==> src/rtl/axis_arb_pkg.sv <==
// axis_arb_pkg: shared state type and round-robin helper
// for the axis_compare_arbiter slice.
package axis_arb_pkg;

   typedef enum logic {
      IDLE,
      LOCKED
   } arb_state_t;

   localparam int MAX_IN = 16;

   // First set bit of valid_vec scanning upward from
   // (last+1) mod n with wrap. Returns last if none set.
   function automatic logic [3:0] next_rr(
      input logic [MAX_IN-1:0] valid_vec,
      input logic [3:0]        last,
      input logic [4:0]        n
   );
      logic [3:0] win;
      logic       found;
      int         idx;
      win   = last;
      found = 1'b0;
      for (int k = 1; k <= MAX_IN; k++) begin
         idx = (int'(last) + k) % int'(n);
         if (!found && k <= int'(n) &&
             valid_vec[4'(idx)]) begin
            win   = 4'(idx);
            found = 1'b1;
         end
      end
      return win;
   endfunction

endpackage

==> src/rtl/axis_compare_arbiter_skid.sv <==
// axis_skid_buffer: 2-entry AXI-Stream register slice.
// Ports: clk, reset (async, high), in_* slave, out_* master.
module axis_skid_buffer #(
   parameter int DATA_WIDTH = 32
) (
   input  logic                  clk,
   input  logic                  reset,
   input  logic [DATA_WIDTH-1:0] in_tdata,
   input  logic                  in_tvalid,
   input  logic                  in_tlast,
   output logic                  in_tready,
   output logic [DATA_WIDTH-1:0] out_tdata,
   output logic                  out_tvalid,
   output logic                  out_tlast,
   input  logic                  out_tready
);

   logic [DATA_WIDTH-1:0] skid_tdata;
   logic                  skid_tlast;
   logic                  skid_valid;

   // Ready is a register, so no path from out_tready.
   assign in_tready = ~skid_valid;

   always_ff @(posedge clk or posedge reset) begin
      if (reset) begin
         out_tvalid <= 1'b0;
         out_tdata  <= '0;
         out_tlast  <= 1'b0;
         skid_valid <= 1'b0;
         skid_tdata <= '0;
         skid_tlast <= 1'b0;
      end else if (out_tready || !out_tvalid) begin
         if (skid_valid) begin
            out_tvalid <= 1'b1;
            out_tdata  <= skid_tdata;
            out_tlast  <= skid_tlast;
            skid_valid <= 1'b0;
         end else begin
            out_tvalid <= in_tvalid;
            out_tdata  <= in_tdata;
            out_tlast  <= in_tlast;
         end
      end else if (in_tvalid && !skid_valid) begin
         // Output stalled: park the beat accepted this cycle.
         skid_valid <= 1'b1;
         skid_tdata <= in_tdata;
         skid_tlast <= in_tlast;
      end
   end

endmodule

==> src/rtl/axis_compare_arbiter.sv <==
// axis_compare_arbiter: packet-locked round-robin arbiter
// sharing one AXI-Stream consumer among NUM_IN streams.
// Ports: clk, reset (async, high); in_* NUM_IN slave
// streams; out_* master stream; grant_idx, busy status.
// Macro AXIS_ARB_REG_OUT_EN: register output via skid buffer.
module axis_compare_arbiter
   import axis_arb_pkg::*;
#(
   parameter int NUM_IN      = 4,
   parameter int DATA_WIDTH  = 32,
   parameter int PACKET_MODE = 1,
   localparam int IDX_W = (NUM_IN > 1) ? $clog2(NUM_IN) : 1
) (
   input  logic                               clk,
   input  logic                               reset,
   input  logic [NUM_IN-1:0][DATA_WIDTH-1:0]  in_tdata,
   input  logic [NUM_IN-1:0]                  in_tvalid,
   input  logic [NUM_IN-1:0]                  in_tlast,
   output logic [NUM_IN-1:0]                  in_tready,
   output logic [DATA_WIDTH-1:0]              out_tdata,
   output logic                               out_tvalid,
   output logic                               out_tlast,
   input  logic                               out_tready,
   output logic [IDX_W-1:0]                   grant_idx,
   output logic                               busy
);

   arb_state_t            state_q, state_d;
   logic [IDX_W-1:0]      grant_q, grant_d;
   logic [IDX_W-1:0]      last_q, last_d;
   logic [DATA_WIDTH-1:0] arb_tdata;
   logic                  arb_tvalid;
   logic                  arb_tlast;
   logic                  arb_tready;
   logic                  arb_fire;

   assign busy       = (state_q == LOCKED);
   assign grant_idx  = grant_q;
   assign arb_tdata  = in_tdata[grant_q];
   assign arb_tvalid = busy & in_tvalid[grant_q];
   assign arb_tlast  = in_tlast[grant_q];
   assign arb_fire   = arb_tvalid & arb_tready;

   always_comb begin
      in_tready = '0;
      if (busy)
         in_tready[grant_q] = arb_tready;
   end

   always_comb begin
      state_d = state_q;
      grant_d = grant_q;
      last_d  = last_q;
      unique case (state_q)
         IDLE: begin
            if (|in_tvalid) begin
               grant_d = IDX_W'(next_rr(16'(in_tvalid),
                                        4'(last_q),
                                        5'(NUM_IN)));
               state_d = LOCKED;
            end
         end
         LOCKED: begin
            // Beat mode releases the grant after every beat.
            if (arb_fire &&
                (arb_tlast || PACKET_MODE == 0)) begin
               last_d  = grant_q;
               state_d = IDLE;
            end
         end
         default: state_d = IDLE;
      endcase
   end

   always_ff @(posedge clk or posedge reset) begin
      if (reset) begin
         state_q <= IDLE;
         grant_q <= '0;
         last_q  <= IDX_W'(NUM_IN - 1);
      end else begin
         state_q <= state_d;
         grant_q <= grant_d;
         last_q  <= last_d;
      end
   end

`ifdef AXIS_ARB_REG_OUT_EN
   // Packet end is seen at the skid input, not at out.
   axis_skid_buffer #(
      .DATA_WIDTH(DATA_WIDTH)
   ) u_skid (
      .clk       (clk),
      .reset     (reset),
      .in_tdata  (arb_tdata),
      .in_tvalid (arb_tvalid),
      .in_tlast  (arb_tlast),
      .in_tready (arb_tready),
      .out_tdata (out_tdata),
      .out_tvalid(out_tvalid),
      .out_tlast (out_tlast),
      .out_tready(out_tready)
   );
`else
   assign out_tdata  = arb_tdata;
   assign out_tvalid = arb_tvalid;
   assign out_tlast  = arb_tlast;
   assign arb_tready = out_tready;
`endif

endmodule

==> config.mk <==
export PLATFORM = sky130hd
export DESIGN_NAME = axis_compare_arbiter
export DESIGN_NICKNAME = d
export VERILOG_FILES = /design/src/rtl/axis_arb_pkg.sv /design/src/rtl/axis_compare_arbiter_skid.sv /design/src/rtl/axis_compare_arbiter.sv
export SDC_FILE = /design/constraint.sdc
export NUM_CORES = 1
export LEC_CHECK = 0
export CAP_MARGIN = 30
export CORE_MARGIN = 5
export CORE_UTILIZATION = 21
export DETAILED_ROUTE_END_ITERATION = 7
export PLACE_DENSITY = 0.9
export SLEW_MARGIN = 20
export SYNTH_ARGS = -nofsm -noshare
export SYNTH_HDL_FRONTEND = slang
export SYNTH_SLANG_ARGS = --single-unit
==> constraint.sdc <==
create_clock -name clk -period 1.36 [get_ports clk]
set_input_delay 0.136 -clock clk [delete_from_list [all_inputs] [get_ports clk]]
set_output_delay 0.136 -clock clk [all_outputs]
set_load 0.01 [all_outputs]
==> flow_summary.yaml <==
status:
  outcome: "complete, but fails checks"
  violations: "negative setup slack"
clock_network:
  cts_tree: "yes"
  worstSkewPairLatency_ns: 0.22
  clk_pin_slew_ns: 0.04
  clockRootBuffer: "clkbuf_8"
  cts_made_buffers: 3
  cts_sinks: 5
  h-tree-depth: 1
  cts.path.max_buffers: 2
worst_setup_path:
  cp_data_required_time_ns: 1.51
  cp_max_fo: 8
  r2r-start: "grant_idx[0]"
  reg2reg_slack_ns: -0.38
  reg2reg_to: "last_q[1]"
  worstPathArrival_ns: 1.89
  r2r_cells: 6
  cp-end-kind: "flop"
  path_class: "flop to flop"
  startpoint_type: "flop"
placement:
  gp_congestion: 0.882
  placement.io_buffers: 179
  placed_cell_area_um2: 3130
  dp.cells: 336
  dp_hpwl_um: 5640
  dp_slack_ns: -0.468
logic_synthesis:
  synthesis.area_um2: 1160
  synth_top_area_share: 0.603
  netlist_instances: 80
  ys_top_cells_by_area: "mux4_2, mux4_1, dfrtp_1"
  synthMostInstantiatedCell: "mux4_2"
  synth_fp_nets: 219
  yosysWarnings: 0
  synth.avg_cell_area_um2: 14.5
  synth_top_cell_by_area: "mux4_2"
  synth_common_cells: "mux4_2, nor2_1, buf_2"
  synth_top_family_by_area: "multiplexers"
  synthXorXnorAreaFrac: 0
  synth-simple-area-share: 0.0950
  synthArstFlopShare: 1.00
  synth_edf_count: 0
  muxShareOfSynthArea: 0.690
  synth_fa_ha_area_frac: 0
  ys_seq_elements: 5
  seq_area_frac_synth: 0.110
  synthDistinctLibCells: 27
  synth_compound_area_frac: 0.0475
  synth_ff_type: "dfrtp_1"
sta:
  clock_skew_ns: 0.00152
  period_share: 1.28
  max_freq_ghz: 0.573
  setup_viol: 37
  rsz0062_at_grt: "true"
  relSlewSlack: 0.819
  fin_crit_ns: 1.74
  hold_viol: 0
  slew_violations: 0
  timing.final.ws_setup_ns: -0.385
  tightest_slew_ns: 0.268
pwr:
  internal_power_mw: 3.40
  seq_power_share: 0.064
  power_mw: 5.27
  p_leak_nw: 1.33
  pwr-share-comb: 0.882
  p_clk_frac: 0.054
  ir_drop_v: 0.00119
  switching_share: 0.354
  p_per_area_nw_per_um2: 1570
  switchingPower_mw: 1.87
detailed_routing:
  drt_iter0_drc: 53
  first_pass_iters: 4
  wire_per_inst_um: 19.5
  ant_nets: 0
  drc: 0
  vias: 1685
  viasPerCell: 4.75
  finalWirelength_um: 6930
global_route:
  gr-usage-all-layers: 0.181
  first_global_vias: 1945
  grt_max_degree: 20
  grt_first_pass_wirelength_um: 10200
  grt.overflow.total: 0
  antenna_found_initial: 1
finish:
  drive_gt1_frac: 0.406
  final_nets: 423
  nFillCells: 454
  final_area_um2: 3360
  num_antenna_cells: 0
  areaGrowthSynthToFinish_pct: 190
  multi_input_area_um2: 980
  instances_no_fill: 355
  seqCellArea_um2: 130
run:
  cap_violations: 0
hold_path:
  hold_class: "input port to async pin"
die:
  core_area_um2: 5440
  rows: 27
  fp.dieH_um: 84.3
  start_util: 0.213
  die_w_um: 84.3
  dieArea_um2: 7100
  boundaryPins: 180
## power groups by stage
stage	Sequential, mW	Combinational, mW	Clock, mW
after global routing	0.343	4.93	0.298
after floorplan	0.323	2.03	0
final	0.337	4.65	0.285
after detailed placement	0.345	4.00	0
after global placement	0.342	3.95	0
after CTS	0.358	4.28	0.290
## worst max path at each step
| stage | startpoint | endpoint | slack (ns) | depth (start not counted) |
|---|---|---|---|---|
| 3_3_place_gp | in_tvalid[3] | out_tvalid | -0.45 | 4 |
| 6_report | grant_idx[0] | last_q[1] | -0.38 | 6 |
| 3_5_place_dp | in_tvalid[3] | out_tvalid | -0.47 | 4 |
| 2_1_floorplan | grant_idx[0] | last_q[0] | -0.14 | 3 |
| 5_1_grt | grant_idx[0] | last_q[0] | -0.43 | 6 |
| 4_1_cts | grant_idx[0] | last_q[0] | -0.39 | 6 |
## sequential cells by signal, summed over array words and instances, names as in the netlist
signal	count
last_q	2
grant_idx	2
busy	1
## cell type report
class                      instances  area share
sequential                         5      0.0387
inverter                           2     0.00298
timing repair buffer             208       0.626
clock buffer                       4      0.0134
tap                               72      0.0268
multi-input combinational         64       0.292
## stage by stage
stage	setup TNS [ns]	hold WS, ns	util
after global routing	-13.15	0.137	0.617
final	-11.47	0.118	0.617
after global placement	-15.50	0.351	0.575
after floorplan	-3.57	-0.0869	-
after detailed placement	-16.01	0.355	0.575
after CTS	-12.11	0.120	0.595
## cells by family after synthesis
family / after synthesis
AOI/OAI and AO/OA: 8
DFF: 5
buffers and inverters: 11
muxes: 36
and+or+nand+nor: 20
## routing by layer
metal  global-route usage  vias up  share of wire
met1                0.183      819           0.34
met4               0.0249        2         0.0085
li1                     -      763              -
met5                    0        -         0.0016
met3               0.0648        6          0.091
met2                0.359       95           0.56
## repair_timing
action | in CTS | in global routing
buffers inserted | 8 | 3
pin swaps | 3 | 0
gates resized for setup | 188 | 16
hold buffers | 0 | 0
setup endpoints to repair | 44 | 40
gates cloned | 3 | 2
## placed cells by master, fill, tap and decap left out, drive strengths merged
master,instances
clkdlybuf4s50,138
nor3b,1
dfrtp,3
inv,2
or2,1
o21ai,2
a21o,2
a21oi,1
mux2,2
nand2b,2
clkbuf,5
o21a,1
mux4,34
buf,66
nand3,2
nand4,1
nor2b,2
dfstp,2
nor3,2
nor4,1
nand2,2
a41oi,1
dlygate4sd2,1
nor2,5
and2,1
clkdlybuf4s15,2
o41ai,1
## critical path, cell delays in order (launching register included)
cell	delay (ns)
dfrtp_2	0.42
buf_12	0.14
buf_6	0.10
mux4_2	0.50
buf_6	0.14
nand4_4	0.07
mux2_4	0.30
Note: power is estimated with default switching activity, not from simulation.
==> variant 1, RTL diff (same flow settings) <==
The option `AXIS_ARB_REG_OUT_EN` is turned on by a define.
--- a/src/rtl/axis_compare_arbiter.sv
+++ b/src/rtl/axis_compare_arbiter.sv
@@ -3,6 +3,8 @@
 // Ports: clk, reset (async, high); in_* NUM_IN slave
 // streams; out_* master stream; grant_idx, busy status.
 // Macro AXIS_ARB_REG_OUT_EN: register output via skid buffer.
+`define AXIS_ARB_REG_OUT_EN
+
 module axis_compare_arbiter
    import axis_arb_pkg::*;
 #(
Formal check against the unedited RTL: not equivalent (Yosys sat finds a counterexample within 4 cycles, from zero or initial values and one cycle with reset high).
==> variant 1 against the unedited design <==
- the run still ends with setup timing left
- power grew to 2.7 times the old value
- sequential cell count increased by 68
- sequential share of layout area increased by 23 points
- largest cell class unchanged
- global-route usage is 5.9 points lower
- area after synthesis increased to 3.4 times the old value
- routed wire length rose by 84%
- final area grew 100%
- combinational power grew 64%
- setup slack gained 0.0024 ns
- cell count up 110%
- critical path depth fell by 2
==> variant 1: results (changes against the unedited design) <==
NFILLCELLS=1784  # +290%
GRT_FIRST_PASS_WIRELENGTH_UM=20100  # +96%
CLK_PIN_SLEW_NS=0.06  # +0.02 ns
PLACED_CELLS_INCL_TAPS=710  # +110%
MAX_STAGE_DELAY_NS=0.57  # +0.07 ns
ROOT_BUFFER='sky130_fd_sc_hd__clkbuf_16'
SETUP_VIOL_COUNT_FINAL=77  # +110%
DETAILROUTE.VIA_COUNT=3289  # +95%
CLKLATENCYLATEPIN_NS=0.34  # +0.12 ns
FIRST_GLOBAL_VIAS=3830  # +97%
SETUP_TOTAL_NEGATIVE_SLACK_NS=-22.05  # -10.57 ns
WORSTMARGINPINSLEW_NS=0.635  # +0.367 ns
DETAILEDROUTE.FIRSTITERATIONVIOLATIONS=117  # +120%
YOSYS.CELL_TYPES.COUNT=30  # +11%
GLOBAL_ROUTE.USAGE.TOTAL_PCT=12.1  # -5.9 points
GRT.MET1_USAGE_PCT=13.1  # -5.2 points
CRITICAL_PATH_ARRIVAL_NS=1.97  # +0.08 ns
TOTAL_LEAKAGE_POWER_nW=2.76  # +110%
CLOCK_SKEW_NS=0.00836  # +0.00684 ns
ANTENNA_FOUND_INITIAL=0  # -1
POST_SYNTH_MOST_FREQUENT_CELLS='sky130_fd_sc_hd__dfrtp_1, sky130_fd_sc_hd__nor2_1, sky130_fd_sc_hd__a21oi_1, sky130_fd_sc_hd__mux4_2, sky130_fd_sc_hd__mux2i_1'
R2R-START='grant_idx[1]$_DFFE_PP0P_'
HTREEDEPTH=3  # +2
DRT_PRE_ANTENNA_ITERS=5  # +1
DETAILED_PLACE_HPWL_UM=9410  # +67%
VIOLATIONS_IN_THE_FINAL_REPORTS='setup timing'
DRT-TOTAL-WL_UM=12800  # +84%
NUMCTSBUFFERS=9  # +6
MAX-VDD-IR-DROP_mV=1.08  # -8.9%
SYNTH_AREA_LEADERS='sky130_fd_sc_hd__dfrtp_1, sky130_fd_sc_hd__mux4_2, sky130_fd_sc_hd__mux2i_1, sky130_fd_sc_hd__mux2_1, sky130_fd_sc_hd__a21oi_1'
SEQUENTIAL_CELL_AREA_FRACTION_IN_THE_YOSYS_REPORT_PCT=46.4  # +35 points
MET2_RESOURCE_USE_GR_PCT=21.5  # -14 points
GP_CONGESTION=0.756  # -14%
STATUS='finished, violations left'
FINAL_WORST_PATH_SETUP_SLACK_NS=-0.382  # +0.00238 ns
POST_ROUTE_CELLS_DRIVE_ABOVE_1_SHARE_PCT=24.9  # -16 points
CRITICAL_PATH_MAXIMUM_FANOUT=19  # +11
==> variant 1: cell types whose count changed after synthesis, moves of 9 or more <==
cell / before / now
sky130_fd_sc_hd__clkbuf_1: 0 / 9
sky130_fd_sc_hd__a21oi_1: 1 / 35
sky130_fd_sc_hd__mux2_2: 0 / 10
sky130_fd_sc_hd__dfrtp_1: 3 / 71
sky130_fd_sc_hd__mux2_1: 2 / 25
sky130_fd_sc_hd__nor2_1: 5 / 38
sky130_fd_sc_hd__mux2i_1: 0 / 33
==> variant 1: layout make-up <==
class	count	area share (%)
clock buffer	11	3.58
clock inverter	5	1.16
inverter	1	0.111
multi-input combinational	200	30.6
sequential	73	27.0
tap	234	4.32
timing repair buffer	216	33.2
==> variant 1: per-stage QoR <==
stage          utilization (%)  cell area [sq um]
2_1_floorplan                -               3980
3_3_place_gp              33.3               6180
3_5_place_dp              33.3               6180
4_1_cts                   36.1               6710
5_1_grt                   36.5               6780
6_report                  36.5               6780
==> variant 1: tightest hold or removal path, cell delays in order <==
cell                              delay (ns)
sky130_fd_sc_hd__clkdlybuf4s50_1        0.44
sky130_fd_sc_hd__clkinvlp_4             0.13
sky130_fd_sc_hd__buf_12                 0.22
==> variant 1: final timing paths <==
kind	endpoint	slack, ns	cells after the start
hold / removal	u_skid.skid_tdata[18]$_DFFE_PP0P_	0.22	3
hold reg to reg	u_skid.skid_tdata[3]$_DFFE_PP0P_	0.49	1
setup / recovery	u_skid.skid_tdata[9]$_DFFE_PP0P_	-0.38	4
setup reg to reg	u_skid.skid_tdata[9]$_DFFE_PP0P_	-0.38	4
max in group asynchronous	last_q[0]$_DFFE_PP1P_	0.88	3
min in group clk	u_skid.skid_tdata[3]$_DFFE_PP0P_	0.49	1
==> variant 1: report_power, final <==
| part | total, mW | leakage (nW) | switching, mW | internal [mW] |
|---|---|---|---|---|
| registers | 3.95 | 0.847 | 0.611 | 3.34 |
| clock network | 2.56 | 0.159 | 0.912 | 1.65 |
| logic | 7.61 | 1.75 | 3.29 | 4.33 |
| total | 14.1 | 2.76 | 4.81 | 9.32 |
==> variant 1: cells by family after synthesis <==
logic type | Yosys count | share of synthesized area (%)
and+or+nand+nor | 56 | 6.75
DFF | 73 | 46.4
buffers and inverters | 24 | 3.36
muxes | 102 | 37.8
AOI/OAI and AO/OA | 42 | 5.77
==> variant 1: repair_timing <==
action | 4_1_cts | 5_1_grt
setup buffers | 10 | 5
cloned | 3 | 0
pin swaps | 12 | 9
endpoints found under the hold margin | 0 | 0
setup endpoints to repair | 112 | 78
resized for setup | 86 | 21
==> variant 1: per-layer routing <==
layer | part of all wire [%] | wire length (um) | up-vias
li1 | - | - | 1519
met1 | 38 | 4830 | 1626
met2 | 52 | 6600 | 124
met3 | 8.1 | 1040 | 20
met4 | 2.5 | 318 | 0
met5 | 0 | 0 | -
==> variant 2, RTL diff (same settings) <==
Made on the original files. Make the reset (`reset`) synchronous in one clocked block. Comments in the files are not updated.
--- a/src/rtl/axis_compare_arbiter.sv
+++ b/src/rtl/axis_compare_arbiter.sv
@@ -72,7 +72,7 @@
       endcase
    end
 
-   always_ff @(posedge clk or posedge reset) begin
+   always_ff @(posedge clk) begin
       if (reset) begin
          state_q <= IDLE;
          grant_q <= '0;
Formal check against the unedited RTL: differs if reset is asserted again (counterexample within 4 cycles, from zero or initial values and one cycle with reset high); with reset held inactive, the same outputs for 4 cycles.
==> variant 2 against the unedited design <==
- final area fell by 1.8%
- synthesized cell count rose by 3.8%
- area after synthesis fell by 0.11%
- register-to-register slack improved by 0.21 ns
- critical path type is now flip-flop to output pin
- largest cell class unchanged
- cell count rose by 1.1%
- fmax rose by 4.8%
- routed wire length rose by 1.5%
- sequential cell count did not move
- the run still ends with setup timing left
- setup slack improved by 0.080 ns
Power is not compared: it rests on default switching activity, and its combinational part moved more than twofold at a synthesized area within 25%.
==> variant 2: results (changes against the unedited design) <==
DETAILED_PLACE_HPWL_UM=5680  # +0.61%
SYN_AREA_PER_CELL_SQ_UM=13.9  # -3.7%
RR_ENDPOINT='last_q[0]$_SDFFE_PP1P_'
SHARE_OF_THE_SYNTHESIZED_AREA_IN_COMPOUND_GATES_AO_OA_AOI_OAI_PCT=4.22  # -0.54 points
POST_ROUTE_CELLS_DRIVE_ABOVE_1_SHARE_PCT=39.0  # -1.6 points
SETUP.WORST_PATH.END='out_tdata[19]'
SYNTH_NETS=222  # +1.4%
SETUP.WORST_PATH.START='grant_idx[0]$_SDFFE_PP0P_'
DETAILEDROUTE.FIRSTITERATIONVIOLATIONS=29  # -45%
POST_SYNTH_MOST_FREQUENT_CELLS='sky130_fd_sc_hd__mux4_2, sky130_fd_sc_hd__nor2_1, sky130_fd_sc_hd__dfxtp_1, sky130_fd_sc_hd__mux4_1'
SYNTH_ASYNC_SR_FLOP_SHARE_PCT=0  # -100 points
ANTENNA_FOUND_INITIAL=0  # -1
CRITICAL_PATH_MAXIMUM_FANOUT=6  # -2
GLOBAL_ROUTE.USAGE.TOTAL_PCT=19.8  # +1.7 points
DESIGN.FINAL.NETS=427  # +0.95%
SETUP_VIOL_COUNT_FINAL=37  # unchanged
WL_PER_CELL_UM=19.6  # +0.38%
WORSTMARGINPINSLEW_NS=0.354  # +0.0862 ns
DETAILROUTE.VIA_COUNT=1701  # +0.95%
WORST-R2R-SETUP-SLACK_NS=-0.17  # +0.21 ns
PLACED_AREA_SQ_UM=3100  # -1.0%
SYNTH_TOP_FLOP_CELL='sky130_fd_sc_hd__dfxtp_1'
SYNTH_MUX_AREA_SHARE_PCT=69.2  # +0.18 points
CRITICAL_PATH_ARRIVAL_NS=1.53  # -0.36 ns
VIOLATIONS_IN_THE_FINAL_REPORTS='setup timing'
HOLD_SLACK_NS=0.569  # +0.451 ns
CLOCK_SKEW_NS=0.00221  # +0.000685 ns
DRT-TOTAL-WL_UM=7040  # +1.5%
FIRST_GLOBAL_VIAS=2010  # +3.3%
PLACED_CELLS_INCL_TAPS=340  # +1.2%
YOSYS.CELL_TYPES.COUNT=25  # -7.4%
FINAL_WORST_PATH_SETUP_SLACK_NS=-0.305  # +0.0796 ns
USE_MET3_PCT=5.69  # -0.79 points
TIMING.HOLD.WORST.CLASS='flip-flop to flip-flop'
STATUS='finished, violations left'
SYNTH_AREA_LEADERS='sky130_fd_sc_hd__mux4_2, sky130_fd_sc_hd__mux4_1, sky130_fd_sc_hd__dfxtp_1, sky130_fd_sc_hd__nor2_1, sky130_fd_sc_hd__buf_6'
variant 2: repair_timing:
item / in CTS / in global routing
gates cloned: 2 / 0
endpoints found under the setup margin: 44 / 41
buffers inserted: 13 / 2
pin swaps: 3 / 1
gates resized for setup: 195 / 14
variant 2: logic make-up after synthesis:
group           count (synthesis)
compound gates                  8
buf+inv                        10
flops                           5
mux                            36
simple gates                   24
variant 2: area by class of cell:
cell class              instances  area (sq um)
fillers                       460          2140
repair buffers                208          2080
multi-input cells              68           971
flip-flops and latches          5           108
well taps                      72          90.1
clock buffers                   4          45.0
inverters                       2          7.51
variant 2: per-layer routing:
layer  routed length [um]  vias up
li1                     -      774
met1                 2420      822
met2                 3850       92
met3                  649       13
met4                  121        0
met5                    0        -
variant 2: per-stage QoR:
stage                     setup WS (ns)  utilization (%)  TNS [ns]
final                            -0.305             60.7     -8.99
after global routing             -0.344             60.7    -10.68
after CTS                        -0.312             60.2    -10.26
after detailed placement         -0.455             57.0    -13.58
after global placement           -0.449             57.0    -13.06
after floorplan                 0.00975                -         0
